$ cat config.mk
export PLATFORM = sky130hd
export DESIGN_NAME = rect_raster
export DESIGN_NICKNAME = d
export VERILOG_FILES = /design/src/rtl/block_shooter_pkg.sv /design/src/rtl/rect_raster.sv
export SDC_FILE = /design/constraint.sdc
export NUM_CORES = 1
export LEC_CHECK = 0
export ABC_AREA = 1
export ABC_CLOCK_PERIOD_IN_PS = 3300
export CAP_MARGIN = 25
export CORE_ASPECT_RATIO = 1.75
export CORE_MARGIN = 3
export CORE_UTILIZATION = 38
export DETAILED_ROUTE_END_ITERATION = 6
export PLACE_DENSITY = 0.6
export SLEW_MARGIN = 10
export SYNTH_ARGS = -nofsm -noshare
export SYNTH_HDL_FRONTEND = slang
export SYNTH_SLANG_ARGS = --single-unit
$ cat constraint.sdc
create_clock -name clk -period 3.3 [get_ports clk]
set_input_delay 0.825 -clock clk [delete_from_list [all_inputs] [get_ports clk]]
set_output_delay 0.825 -clock clk [all_outputs]
set_load 0.05 [all_outputs]
$ cat src/rtl/block_shooter_pkg.sv
// Shared constants and types for the block shooter display path.
// Defines frame geometry, field widths, the erase colour and the rasterizer state encoding.
package block_shooter_pkg;

    localparam int SCREEN_W = 160;
    localparam int SCREEN_H = 120;
    localparam int XW       = 8;
    localparam int YW       = 7;
    localparam int CW       = 3;
    localparam int DW       = 5;

    localparam logic [2:0] COLOUR_BLACK = 3'b000;

    typedef enum logic [1:0] {
        IDLE = 2'd0,
        SCAN = 2'd1,
        DONE = 2'd2
    } raster_state_t;

endpackage

$ cat src/rtl/rect_raster.sv
// Rectangle rasterizer: accepts one rectangle request and streams its pixels row-major,
// one per clock, suppressing plot for pixels outside the frame, then pulses done.
module rect_raster #(
    parameter int SCREEN_W = block_shooter_pkg::SCREEN_W,
    parameter int SCREEN_H = block_shooter_pkg::SCREEN_H,
    parameter int XW       = block_shooter_pkg::XW,
    parameter int YW       = block_shooter_pkg::YW,
    parameter int CW       = block_shooter_pkg::CW,
    parameter int DW       = block_shooter_pkg::DW
) (
    input  logic          clk,
    input  logic          reset,
    input  logic          req_valid,
    output logic          req_ready,
    input  logic [XW-1:0] req_x,
    input  logic [YW-1:0] req_y,
    input  logic [DW-1:0] req_w,
    input  logic [DW-1:0] req_h,
    input  logic [CW-1:0] req_colour,
    input  logic          req_erase,
    output logic          plot,
    output logic [XW-1:0] pix_x,
    output logic [YW-1:0] pix_y,
    output logic [CW-1:0] pix_colour,
    output logic          busy,
    output logic          done
);
    import block_shooter_pkg::*;

    raster_state_t state, state_nx;

    logic [XW-1:0] x_r, x_nx;
    logic [YW-1:0] y_r, y_nx;
    logic [DW-1:0] w_r, w_nx, h_r, h_nx;
    logic [DW-1:0] i_r, i_nx, j_r, j_nx;
    logic [CW-1:0] col_r, col_nx;

    logic          plot_nx, busy_nx, done_nx, ready_nx;
    logic [XW-1:0] pix_x_nx;
    logic [YW-1:0] pix_y_nx;
    logic [CW-1:0] pix_colour_nx;

    logic          last_col, last_row;
    logic [DW-1:0] i_step, j_step;
    logic [XW-1:0] base_x;
    logic [YW-1:0] base_y;
    logic [DW-1:0] off_i, off_j;
    logic [XW:0]   sum_x;
    logic [YW:0]   sum_y;
    logic          in_frame;
    logic [CW-1:0] eff_colour;

    assign last_col   = (i_r == w_r - 1'b1);
    assign last_row   = (j_r == h_r - 1'b1);
    assign i_step     = last_col ? '0 : i_r + 1'b1;
    assign j_step     = last_col ? j_r + 1'b1 : j_r;
    assign eff_colour = req_erase ? CW'(COLOUR_BLACK) : req_colour;

    // The pixel being registered next is either the request origin (on accept) or the
    // following scan position; sums are one bit wider so off-screen pixels cannot wrap back in.
    assign base_x   = (state == SCAN) ? x_r : req_x;
    assign base_y   = (state == SCAN) ? y_r : req_y;
    assign off_i    = (state == SCAN) ? i_step : '0;
    assign off_j    = (state == SCAN) ? j_step : '0;
    assign sum_x    = {1'b0, base_x} + (XW+1)'(off_i);
    assign sum_y    = {1'b0, base_y} + (YW+1)'(off_j);
    assign in_frame = (sum_x < (XW+1)'(SCREEN_W)) && (sum_y < (YW+1)'(SCREEN_H));

    always_comb begin
        state_nx      = state;
        x_nx          = x_r;
        y_nx          = y_r;
        w_nx          = w_r;
        h_nx          = h_r;
        i_nx          = i_r;
        j_nx          = j_r;
        col_nx        = col_r;
        plot_nx       = 1'b0;
        pix_x_nx      = pix_x;
        pix_y_nx      = pix_y;
        pix_colour_nx = pix_colour;
        busy_nx       = busy;
        done_nx       = 1'b0;
        ready_nx      = req_ready;

        case (state)
            IDLE: begin
                ready_nx = 1'b1;
                busy_nx  = 1'b0;
                if (req_valid) begin
                    x_nx     = req_x;
                    y_nx     = req_y;
                    w_nx     = req_w;
                    h_nx     = req_h;
                    col_nx   = eff_colour;
                    i_nx     = '0;
                    j_nx     = '0;
                    ready_nx = 1'b0;
                    busy_nx  = 1'b1;
                    if (req_w == '0 || req_h == '0) begin
                        state_nx = DONE;
                        done_nx  = 1'b1;
                    end else begin
                        state_nx      = SCAN;
                        plot_nx       = in_frame;
                        pix_x_nx      = sum_x[XW-1:0];
                        pix_y_nx      = sum_y[YW-1:0];
                        pix_colour_nx = eff_colour;
                    end
                end
            end
            SCAN: begin
                // i/j track the pixel currently on the outputs, so the last one ends the scan.
                if (last_col && last_row) begin
                    state_nx = DONE;
                    done_nx  = 1'b1;
                    i_nx     = '0;
                    j_nx     = '0;
                end else begin
                    i_nx          = i_step;
                    j_nx          = j_step;
                    plot_nx       = in_frame;
                    pix_x_nx      = sum_x[XW-1:0];
                    pix_y_nx      = sum_y[YW-1:0];
                    pix_colour_nx = col_r;
                end
            end
            DONE: begin
                state_nx = IDLE;
                busy_nx  = 1'b0;
                ready_nx = 1'b1;
            end
            default: begin
                state_nx = IDLE;
                busy_nx  = 1'b0;
                ready_nx = 1'b1;
            end
        endcase
    end

    always_ff @(posedge clk) begin
        if (reset) begin
            state      <= IDLE;
            x_r        <= '0;
            y_r        <= '0;
            w_r        <= '0;
            h_r        <= '0;
            i_r        <= '0;
            j_r        <= '0;
            col_r      <= '0;
            plot       <= 1'b0;
            pix_x      <= '0;
            pix_y      <= '0;
            pix_colour <= '0;
            busy       <= 1'b0;
            done       <= 1'b0;
            req_ready  <= 1'b1;
        end else begin
            state      <= state_nx;
            x_r        <= x_nx;
            y_r        <= y_nx;
            w_r        <= w_nx;
            h_r        <= h_nx;
            i_r        <= i_nx;
            j_r        <= j_nx;
            col_r      <= col_nx;
            plot       <= plot_nx;
            pix_x      <= pix_x_nx;
            pix_y      <= pix_y_nx;
            pix_colour <= pix_colour_nx;
            busy       <= busy_nx;
            done       <= done_nx;
            req_ready  <= ready_nx;
        end
    end

endmodule

### Yosys cells after proc, flatten, opt, wreduce, memory -nomap -nowiden

Index checks and enable logic that the tools add are counted.

| storage, ports and cells | value |
|---|---|
| word-level logic and storage cells | 81 |
| output and inout port bits | 22 |
| latch bits | 0 |
| ROM bits | 0 |
| register bits | 62 |
| bits in writable memories | 0 |
| memories | 0 |

| operators by class | value |
|---|---|
| shifts and indexed selects | 0 |
| multipliers | 0 |
| reductions and logical operators | 11 |
| muxes and demuxes | 40 |
| magnitude comparators | 2 |
| equality and inequality tests | 7 |
| add/subtract/negate cells | 6 |
| bitwise gates (word level) | 0 |
| divide/modulo/power cells | 0 |

Operators by type and width:

| kind | count |
|---|---|
| 2-to-1 mux 5 bit | 7 |
| 2-to-1 mux 8 bit | 4 |
| 2-to-1 mux 7 bit | 4 |
| case mux 5 bit (2 select lines) | 2 |
| case mux 8 bit (2 select lines) | 1 |
| case mux 7 bit (2 select lines) | 1 |
| 2-to-1 mux 3 bit | 4 |
| adder 5 x 1 -> 5 bit (second input constant) | 2 |
| equality test 5 bit | 2 |
| logical NOT 5 bit | 2 |
| subtractor 5 x 1 -> 5 bit (second input constant) | 2 |
| adder 8 x 5 -> 9 bit | 1 |
| less-than comparator 9 x 8 -> 1 bit (second input constant) | 1 |
| adder 7 x 5 -> 8 bit | 1 |
| less-than comparator 8 x 7 -> 1 bit (second input constant) | 1 |
| 2-to-1 mux 1 bit | 8 |
| case mux 1 bit (2 select lines) | 4 |
| 2-to-1 mux 2 bit | 3 |
| inequality test 2 bit (second input constant) | 3 |
| case mux 3 bit (2 select lines) | 1 |
| AND reduction 2 bit | 3 |
| case mux 2 bit (2 select lines) | 1 |
| AND reduction 4 bit | 1 |
| equality test 2 x 1 -> 1 bit (second input constant) | 1 |
| other kinds (5) | 6 |

### Logic depth before layout (Yosys ltp)

| logic depth | value |
|---|---|
| depth in word-level cells | 10 |
| gate-level depth with buffers | 25 |

### Least setup slack after synthesis

No wires, ideal clock.

| path | value |
|---|---|
| kind | register -> register |
| from | reg w_r[0] |
| to | reg plot |
| arrival | 2.666 ns |
| stages on the path, launching flop included | 25 |
| library setup time | 0.110 ns |
| period minus slack after synthesis | 2.776 ns |
| path buffers | 0 |
| slack | 0.524 ns |
| cell sequence | dfxtp_1 inv_1 ha_1 inv_1 nand2_1 nand2_1 nor2_1 nand2_1 nor2_4 nand2_4 nand2_1 nand2_1 nor2_1 ha_1 inv_1 fa_1 nand3b_1 nand2_1 nand2_1 nand2_1 nand3_1 nand2_1 nand3_1 nand3_1 nor2_1 |

| between the ends | value |
|---|---|
| word-level cells in the longest chain between the ends | 10 |
| elaborated cells between the ends (all ways) | 16 |
| those cells by class | add/sub (3); order compare (2); eq/ne (1); mux (8); reduce/logical (2) |

Ends and longest elaborated chain:

| element | line | source |
|---|---|---|
| from (decl) | rect_raster.sv:34 | `logic [DW-1:0] w_r, w_nx, h_r, h_nx;` |
| from (signal assigned) | rect_raster.sv:162 | `w_r <= w_nx;` |
| subtractor 5 x 1 -> 5 bit (*) | rect_raster.sv:53 | `assign last_col = (i_r == w_r - 1'b1);` |
| equality test 5 bit (*) | rect_raster.sv:53 |  |
| 2-to-1 mux 5 bit (on tied branches) | rect_raster.sv:55, rect_raster.sv:56 |  |
| 2-to-1 mux 5 bit (on tied branches) | rect_raster.sv:63, rect_raster.sv:64 |  |
| adder 8 x 5 -> 9 bit or adder 7 x 5 -> 8 bit (tied branches) | rect_raster.sv:65, rect_raster.sv:66 |  |
| less-than comparator 9 x 8 -> 1 bit or less-than comparator 8 x 7 -> 1 bit (tied branches) | rect_raster.sv:67 | `assign in_frame = (sum_x < (XW+1)'(SCREEN_W)) && (sum_y < (YW+1)'(SCREEN_H));` |
| logical AND 1 bit | rect_raster.sv:67 |  |
| 2-to-1 mux 1 bit | rect_raster.sv:100 | `if (req_w == '0 \|\| req_h == '0) begin` |
| 2-to-1 mux 1 bit | rect_raster.sv:90 | `if (req_valid) begin` |
| case mux 1 bit (2 select lines) (*) | rect_raster.sv:86 | `case (state)` |
| to (signal assigned) | rect_raster.sv:167 | `plot <= plot_nx;` |
| to (decl) | rect_raster.sv:21 | `output logic plot,` |

Mark *: on every way between the ends. The rest lies on a longest branch, timed or not.
A chain may end at the register's enable or synchronous reset.

### Worst setup path after layout

Ends and elaborated chain as after synthesis.

==> flow_summary.yaml <==
status:
  status: "complete, no violations"
clock_network:
  path_clk_slew_ns: 0.06
  cts_buffers: 9
  cts_max_level: 3
  clk_latency_ns: 0.33
  hold_buffers: 0
  cts_tree: "yes"
  cts_buffer_depth: 2
  clock_sinks: 62
  root_buffer: "clkbuf_16"
cells_and_area:
  antennaDiodeCount: 0
  area_delta_synth_final_pct: 26.2
  final_net_count: 697
  final_core_util: 0.496
  drive_above_1_share: 0.0734
worst_setup_path:
  r2r_cells: 25
  critPathRequiredTime_ns: 3.57
  crit_path_frequent_cell: "nand2_1"
  cp.arrival_ns: 3.30
  critPathKind: "reg2reg"
  cpPeakStageDelay_ns: 0.34
  startpoint_type: "register"
  crit_fanout: 6
  crit_slowest_cell: "fa_2"
  cp-end-kind: "register"
placement:
  io_buffers: 53
  gp_congestion: 0.863
  detailed_place_hpwl_um: 7300
floorplan:
  die_area_mm2: 0.0112
  row_count: 47
  die_w_um: 81.2
  fp.dieH_um: 138
  io_pins: 54
  core_area_mm2: 0.00959
  initial_core_util: 0.393
pwr:
  p_int_mw: 1.75
  pwr-share-comb: 0.244
  swShare: 0.305
  clkPwrFrac: 0.420
  power_frac_seq: 0.337
  power.switching_mw: 0.769
  vdd.ir_drop.worst_v: 0.000308
  power_per_cell_area_mw_per_mm2: 531
  leakage_nw: 2.34
drt:
  drt_wl_total_um: 9960
  ant_nets: 0
  vias_per_cell: 4.80
  wl_per_cell_um: 12.8
  via_count: 3721
  drt_iter0_markers: 188
  wl_met3_um: 391
  highest_layer: "met4"
  wl_met1_um: 4250
  drc: 0
  wl_met2_um: 5010
  dr.pass1.iters: 4
global_route:
  grt_max_degree: 42
  grt_pass1_wl_um: 16600
  track_usage: 0.191
  grt_pass1_vias: 3642
  grt_remaining_overflow: 0
  antenna_found_initial: 0
sta:
  max_slew_margin: 0.482
  hold_viol_final: 0
  fin_crit_ns: 3.03
  timing.hold.ws_ns: 0.446
  slew_viol_final: 0
  max_freq_ghz: 0.330
  setup_viol: 0
  clock_skew_ns: 0.00538
  finalCritPeriodShare: 0.918
  worst_slew_pin_slew_ns: 0.774
synthesis:
  netlist_area_mm2: 0.00376
  syn-instance-count: 600
  ys_types: 29
  yosys_warnings: 0
  syn_nets: 648
  seq_area_frac_synth: 0.330
  synth_seq_cells: 62
  synth_area_per_cell_um2: 6.27
worst_hold_path:
  hold_depth: 2
  hold_class: "reg2reg"
run:
  drv_cap: 0
==> sequential cells by signal, summed over array words and instances (netlist names), 5 cells and up <==
register,flops
pix_y,7
i_r,5
h_r,5
y_r,7
x_r,8
w_r,5
pix_x,8
j_r,5
==> through the flow <==
stage	setup TNS [ns]	instance area, um2	power (mW)	setup slack (ns)	cells
floorplan	0	3760	1.29	0.524	600
global placement	0	4370	1.47	0.339	757
detailed placement	0	4370	1.47	0.211	757
CTS	0	4710	2.55	0.174	773
global route	-0.00919	4750	2.65	-0.00919	776
finish	0	4750	2.52	0.272	776
==> cells by family after synthesis <==
group / Yosys count / synth area share
compound gates: 94 / 0.128
xor+xnor: 11 / 0.0256
fa+ha+maj: 16 / 0.0572
simple gates: 303 / 0.334
buf+inv: 114 / 0.125
flops: 62 / 0.330
==> power by group through the flow <==
stage	Sequential [mW]	Combinational, mW	Clock (mW)
final	0.849	0.615	1.06
after global routing	0.857	0.683	1.11
after CTS	0.850	0.614	1.08
after detailed placement	0.865	0.610	0
after global placement	0.865	0.601	0
after floorplan	0.965	0.324	0
==> synthesized netlist by cell type (all sizes together) <==
| cell | n | area (um2) |
|---|---|---|
| nand2 | 173 | 669 |
| inv | 86 | 323 |
| nor2 | 71 | 282 |
| dfxtp | 62 | 1240 |
| a21oi | 54 | 278 |
| nand3 | 50 | 250 |
| o21ai | 38 | 190 |
| clkbuf | 14 | 52.6 |
| ha | 14 | 175 |
| buf | 13 | 92.6 |
| xor2 | 8 | 70.1 |
| or2 | 3 | 18.8 |
| xnor2 | 3 | 26.3 |
| fa | 2 | 40.0 |
| nand3b | 2 | 15.0 |
| nand4 | 2 | 12.5 |
| nor3 | 2 | 10.0 |
| o21a | 2 | 15.0 |
| clkinv | 1 | 3.75 |
==> area by class of cell <==
cell class	count	area (um2)
Tap cell	122	153
Clock buffer	13	270
Timing Repair Buffer	65	621
Inverter	87	327
Multi-Input combinational cell	424	2070
Fill cell	984	4830
Sequential cell	62	1240
Clock inverter	3	65.1
==> worst max-delay path, delay by kind of cell, from the launching register on <==
kind / cells / cell delay (ns)
fa+ha+maj: 3 / 0.83
buf+inv: 3 / 0.19
simple gates: 19 / 1.60
flops: 1 / 0.33
==> path summary, 6_finish.rpt <==
| check | from | to | slack (ns) |
|---|---|---|---|
| max | w_r[0] | plot | 0.27 |
| min | y_r[1] | y_r[1] | 0.45 |
| max reg2reg | w_r[0] | plot | 0.27 |
| min reg2reg | y_r[1] | y_r[1] | 0.45 |
==> layer usage <==
layer  GRT usage  vias up
met5           0        -
met4      0.0930        0
met3      0.0334       25
met2       0.332       80
met1       0.222     1643
li1            -     1973
==> cells in the final DEF (no fill, tap or decap), types with 3 or more instances in the layout <==
cell type | synthesis | layout
dfxtp_1 | 62 | 62
inv_1 | 83 | 83
o21ai_0 | 37 | 37
a21oi_1 | 52 | 52
nand2_1 | 169 | 169
xnor2_1 | 3 | 3
nand3_1 | 50 | 50
xor2_1 | 8 | 8
buf_4 | 2 | 12
clkbuf_8 | 0 | 3
or2_2 | 3 | 3
inv_2 | 3 | 3
ha_1 | 14 | 12
clkbuf_16 | 0 | 9
clkdlybuf4s50_1 | 0 | 53
nor2_2 | 3 | 4
nor2_1 | 67 | 66
==> repair_timing <==
action                     in CTS  in global routing
gates resized for setup         0                  5
buffers inserted                0                  3
setup endpoints to repair       0                  4
Note: power is estimated with default switching activity, not from simulation.
==> edit: new RTL, config.mk and constraints unchanged <==
Reset style: asynchronous (`reset`), changed in one clocked block.
--- a/src/rtl/rect_raster.sv
+++ b/src/rtl/rect_raster.sv
@@ -138,7 +138,7 @@
         endcase
     end
 
-    always_ff @(posedge clk) begin
+    always_ff @(posedge clk or posedge reset) begin
         if (reset) begin
             state      <= IDLE;
             x_r        <= '0;
Formal check against the unedited RTL: differs if reset is asserted again (counterexample within 4 cycles, from zero or initial values and one cycle with reset high); with reset held inactive, the same outputs for 10 cycles.
==> edit against the unedited design <==
First-iteration DRC count decreased by 40%; design area decreased by 2.3%; routed wire length decreased by 19%; sequential cell count unchanged; utilization increased by 1.2 points; count of clock-buffer cells in the layout unchanged; cell count decreased by 16%; area after synthesis decreased by 4.6%; non-clock buffer count decreased by 2; worst setup slack got worse by 0.0047 ns; highest routed layer unchanged.
Power is not compared: it rests on default switching activity, and its combinational part moved more than twofold at a synthesized area within 25%.
==> edit: results (changes against the unedited design) <==
qor: outcome.run_status finished clean [unchanged]
qor: synth.async_flop_share 1.00 [was 0]
qor: detailed_routing.route.final.wire_length 8120 um [was 9960 um]
qor: synth.synth_fp_nets 518 [was 648]
qor: layout.fillcell_total 887 [was 984]
qor: placed_design.placement.cell_area 4250 um^2 [was 4370 um^2]
qor: synth.synth.cells.most_frequent sky130_fd_sc_hd__nand2_1 (155), sky130_fd_sc_hd__o21ai_0 (65), sky130_fd_sc_hd__dfrtp_1 (61) [was sky130_fd_sc_hd__nand2_1 (169), sky130_fd_sc_hd__inv_1 (83), sky130_fd_sc_hd__nor2_1 (67)]
qor: synth.synthTopCellsByArea sky130_fd_sc_hd__dfrtp_1 (42%), sky130_fd_sc_hd__nand2_1 (16%), sky130_fd_sc_hd__o21ai_0 (9.1%), sky130_fd_sc_hd__inv_1 (6.2%), sky130_fd_sc_hd__ha_1 (4.9%) [was sky130_fd_sc_hd__dfxtp_1 (33%), sky130_fd_sc_hd__nand2_1 (17%), sky130_fd_sc_hd__inv_1 (8.3%), sky130_fd_sc_hd__a21oi_1 (6.9%), sky130_fd_sc_hd__nor2_1 (6.7%)]
qor: worst_setup_path.crit_slowest_cell sky130_fd_sc_hd__fa_1 [was sky130_fd_sc_hd__fa_2]
qor: placed_design.placedCellCount 634 [was 757]
qor: min_path.holdPathStages 2 [unchanged]
qor: worst_setup_path.worst-endpoint-arrival 3.29 ns [was 3.30 ns]
qor: cts.tritoncts.num_buffers 9 [unchanged]
qor: detailed_routing.drtIter0Drc 112 [was 188]
qor: worst_setup_path.ff2ff_path_depth 23 [was 25]
qor: synth.number_of_instances_in_the_synthesized_netlist 470 [was 600]
qor: placed_design.worst_slack_at_placement 0.144 ns [was 0.211 ns]
qor: grt.via_count_of_the_first_global_routing_pass 3001 [was 3642]
qor: pwr.cellLeakagePower 2.28 nW
qor: placed_design.placement.io_buffers 53 [unchanged]
qor: grt.grt_usage 0.166 [was 0.191]
qor: worst_setup_path.critPathMaxStageDelay 0.39 ns [was 0.34 ns]
qor: placed_design.hpwl 6140 um [was 7300 um]
qor: cts.clock_latency 0.33 ns [about the same]
qor: grt.wire_length_of_the_first_global_routing_pass 13800 um [was 16600 um]
qor: detailed_routing.dr.pass1.iters 5 [was 4]
qor: min_path.timing.hold.worst.class reg2reg [unchanged]
qor: detailed_routing.drt-vias-per-instance 4.67 [was 4.80]
qor: layout.layout_top_registers pix_x x8, x_r x8 [unchanged]
qor: layout.final_nets 578 [was 697]
qor: grt.number_of_antenna_violations_at_the_first_check_in_global_routing 0 [unchanged]
qor: sta.worst_pin_slew 0.525 ns [was 0.774 ns]
qor: synth.yosys.cell_types.count 31 [was 29]
qor: detailed_routing.via_count 3059 [was 3721]
qor: sta.finalClockSkew 0.00632 ns [was 0.00538 ns]
qor: worst_setup_path.crit_fanout 8 [was 6]
qor: layout.layout-drive-gt1-share 0.0748 [was 0.0734]
qor: synth.synth_seq_area_share 0.432 [was 0.330]
qor: placed_design.place.gp.congestion 0.841 [was 0.863]
==> edit: cell count changes in the layout (fill, tap and decap cells not counted), sizes merged, moves of 26 or more <==
cell | unedited run | this run
dfxtp | 62 | 0
dfrtp | 0 | 61
a21oi | 54 | 6
nor2 | 71 | 24
o21ai | 38 | 67
inv | 86 | 60
==> edit: routing by layer <==
layer / GRT usage / vias to the layer above / wire (um) / share of wire
met5: 0 / - / 0 / 0
met4: 0.0860 / 0 / 224 / 0.028
met3: 0.0280 / 17 / 263 / 0.032
met2: 0.289 / 55 / 4250 / 0.52
met1: 0.193 / 1376 / 3380 / 0.42
li1: - / 1611 / - / -
==> edit: area by class of cell <==
class / instances / area [um^2] / share of cell area
multi-input combinational: 333 / 1750 / 0.377
sequential: 62 / 1550 / 0.335
timing repair buffer: 63 / 618 / 0.133
clock buffer: 13 / 270 / 0.0582
inverter: 61 / 234 / 0.0504
tap: 120 / 150 / 0.0323
clock inverter: 3 / 65.1 / 0.0140
==> edit: kinds of logic after synthesis <==
family / synth area share
AOI/OAI and AO/OA: 0.114
DFF: 0.432
adders and majority gates: 0.0599
xor gates and xnor gates: 0.0487
and+or+nand+nor: 0.261
buffers and inverters: 0.0846
==> edit: what timing repair did <==
action / CTS / global route
setup endpoints to repair: 0 / 2
gates resized for setup: 0 / 4
buffers inserted: 0 / 5
hold endpoints to repair: 0 / 0
==> edit: power breakdown <==
part / internal [mW] / total [mW] / switching, mW
clock: 0.721 / 1.05 / 0.326
combinational: 1.20 / 3.16 / 1.96
sequential: 1.15 / 1.39 / 0.241
==> edit: final timing paths <==
kind,startpoint,endpoint,slack (ns)
worst min-delay path,pix_colour[1],pix_colour[1],0.47
worst max register to register,w_r[0],plot,0.27
worst min register to register,pix_colour[1],pix_colour[1],0.47
worst max-delay path,w_r[0],plot,0.27
min in group asynchronous,reset,x_r[1],0.84
max in group asynchronous,reset,x_r[0],1.86
==> edit: worst min-delay path, stage by stage (launching register included) <==
cell                      delay, ns
sky130_fd_sc_hd__dfrtp_1       0.33
sky130_fd_sc_hd__nand2_1       0.05
sky130_fd_sc_hd__nand2_1       0.05
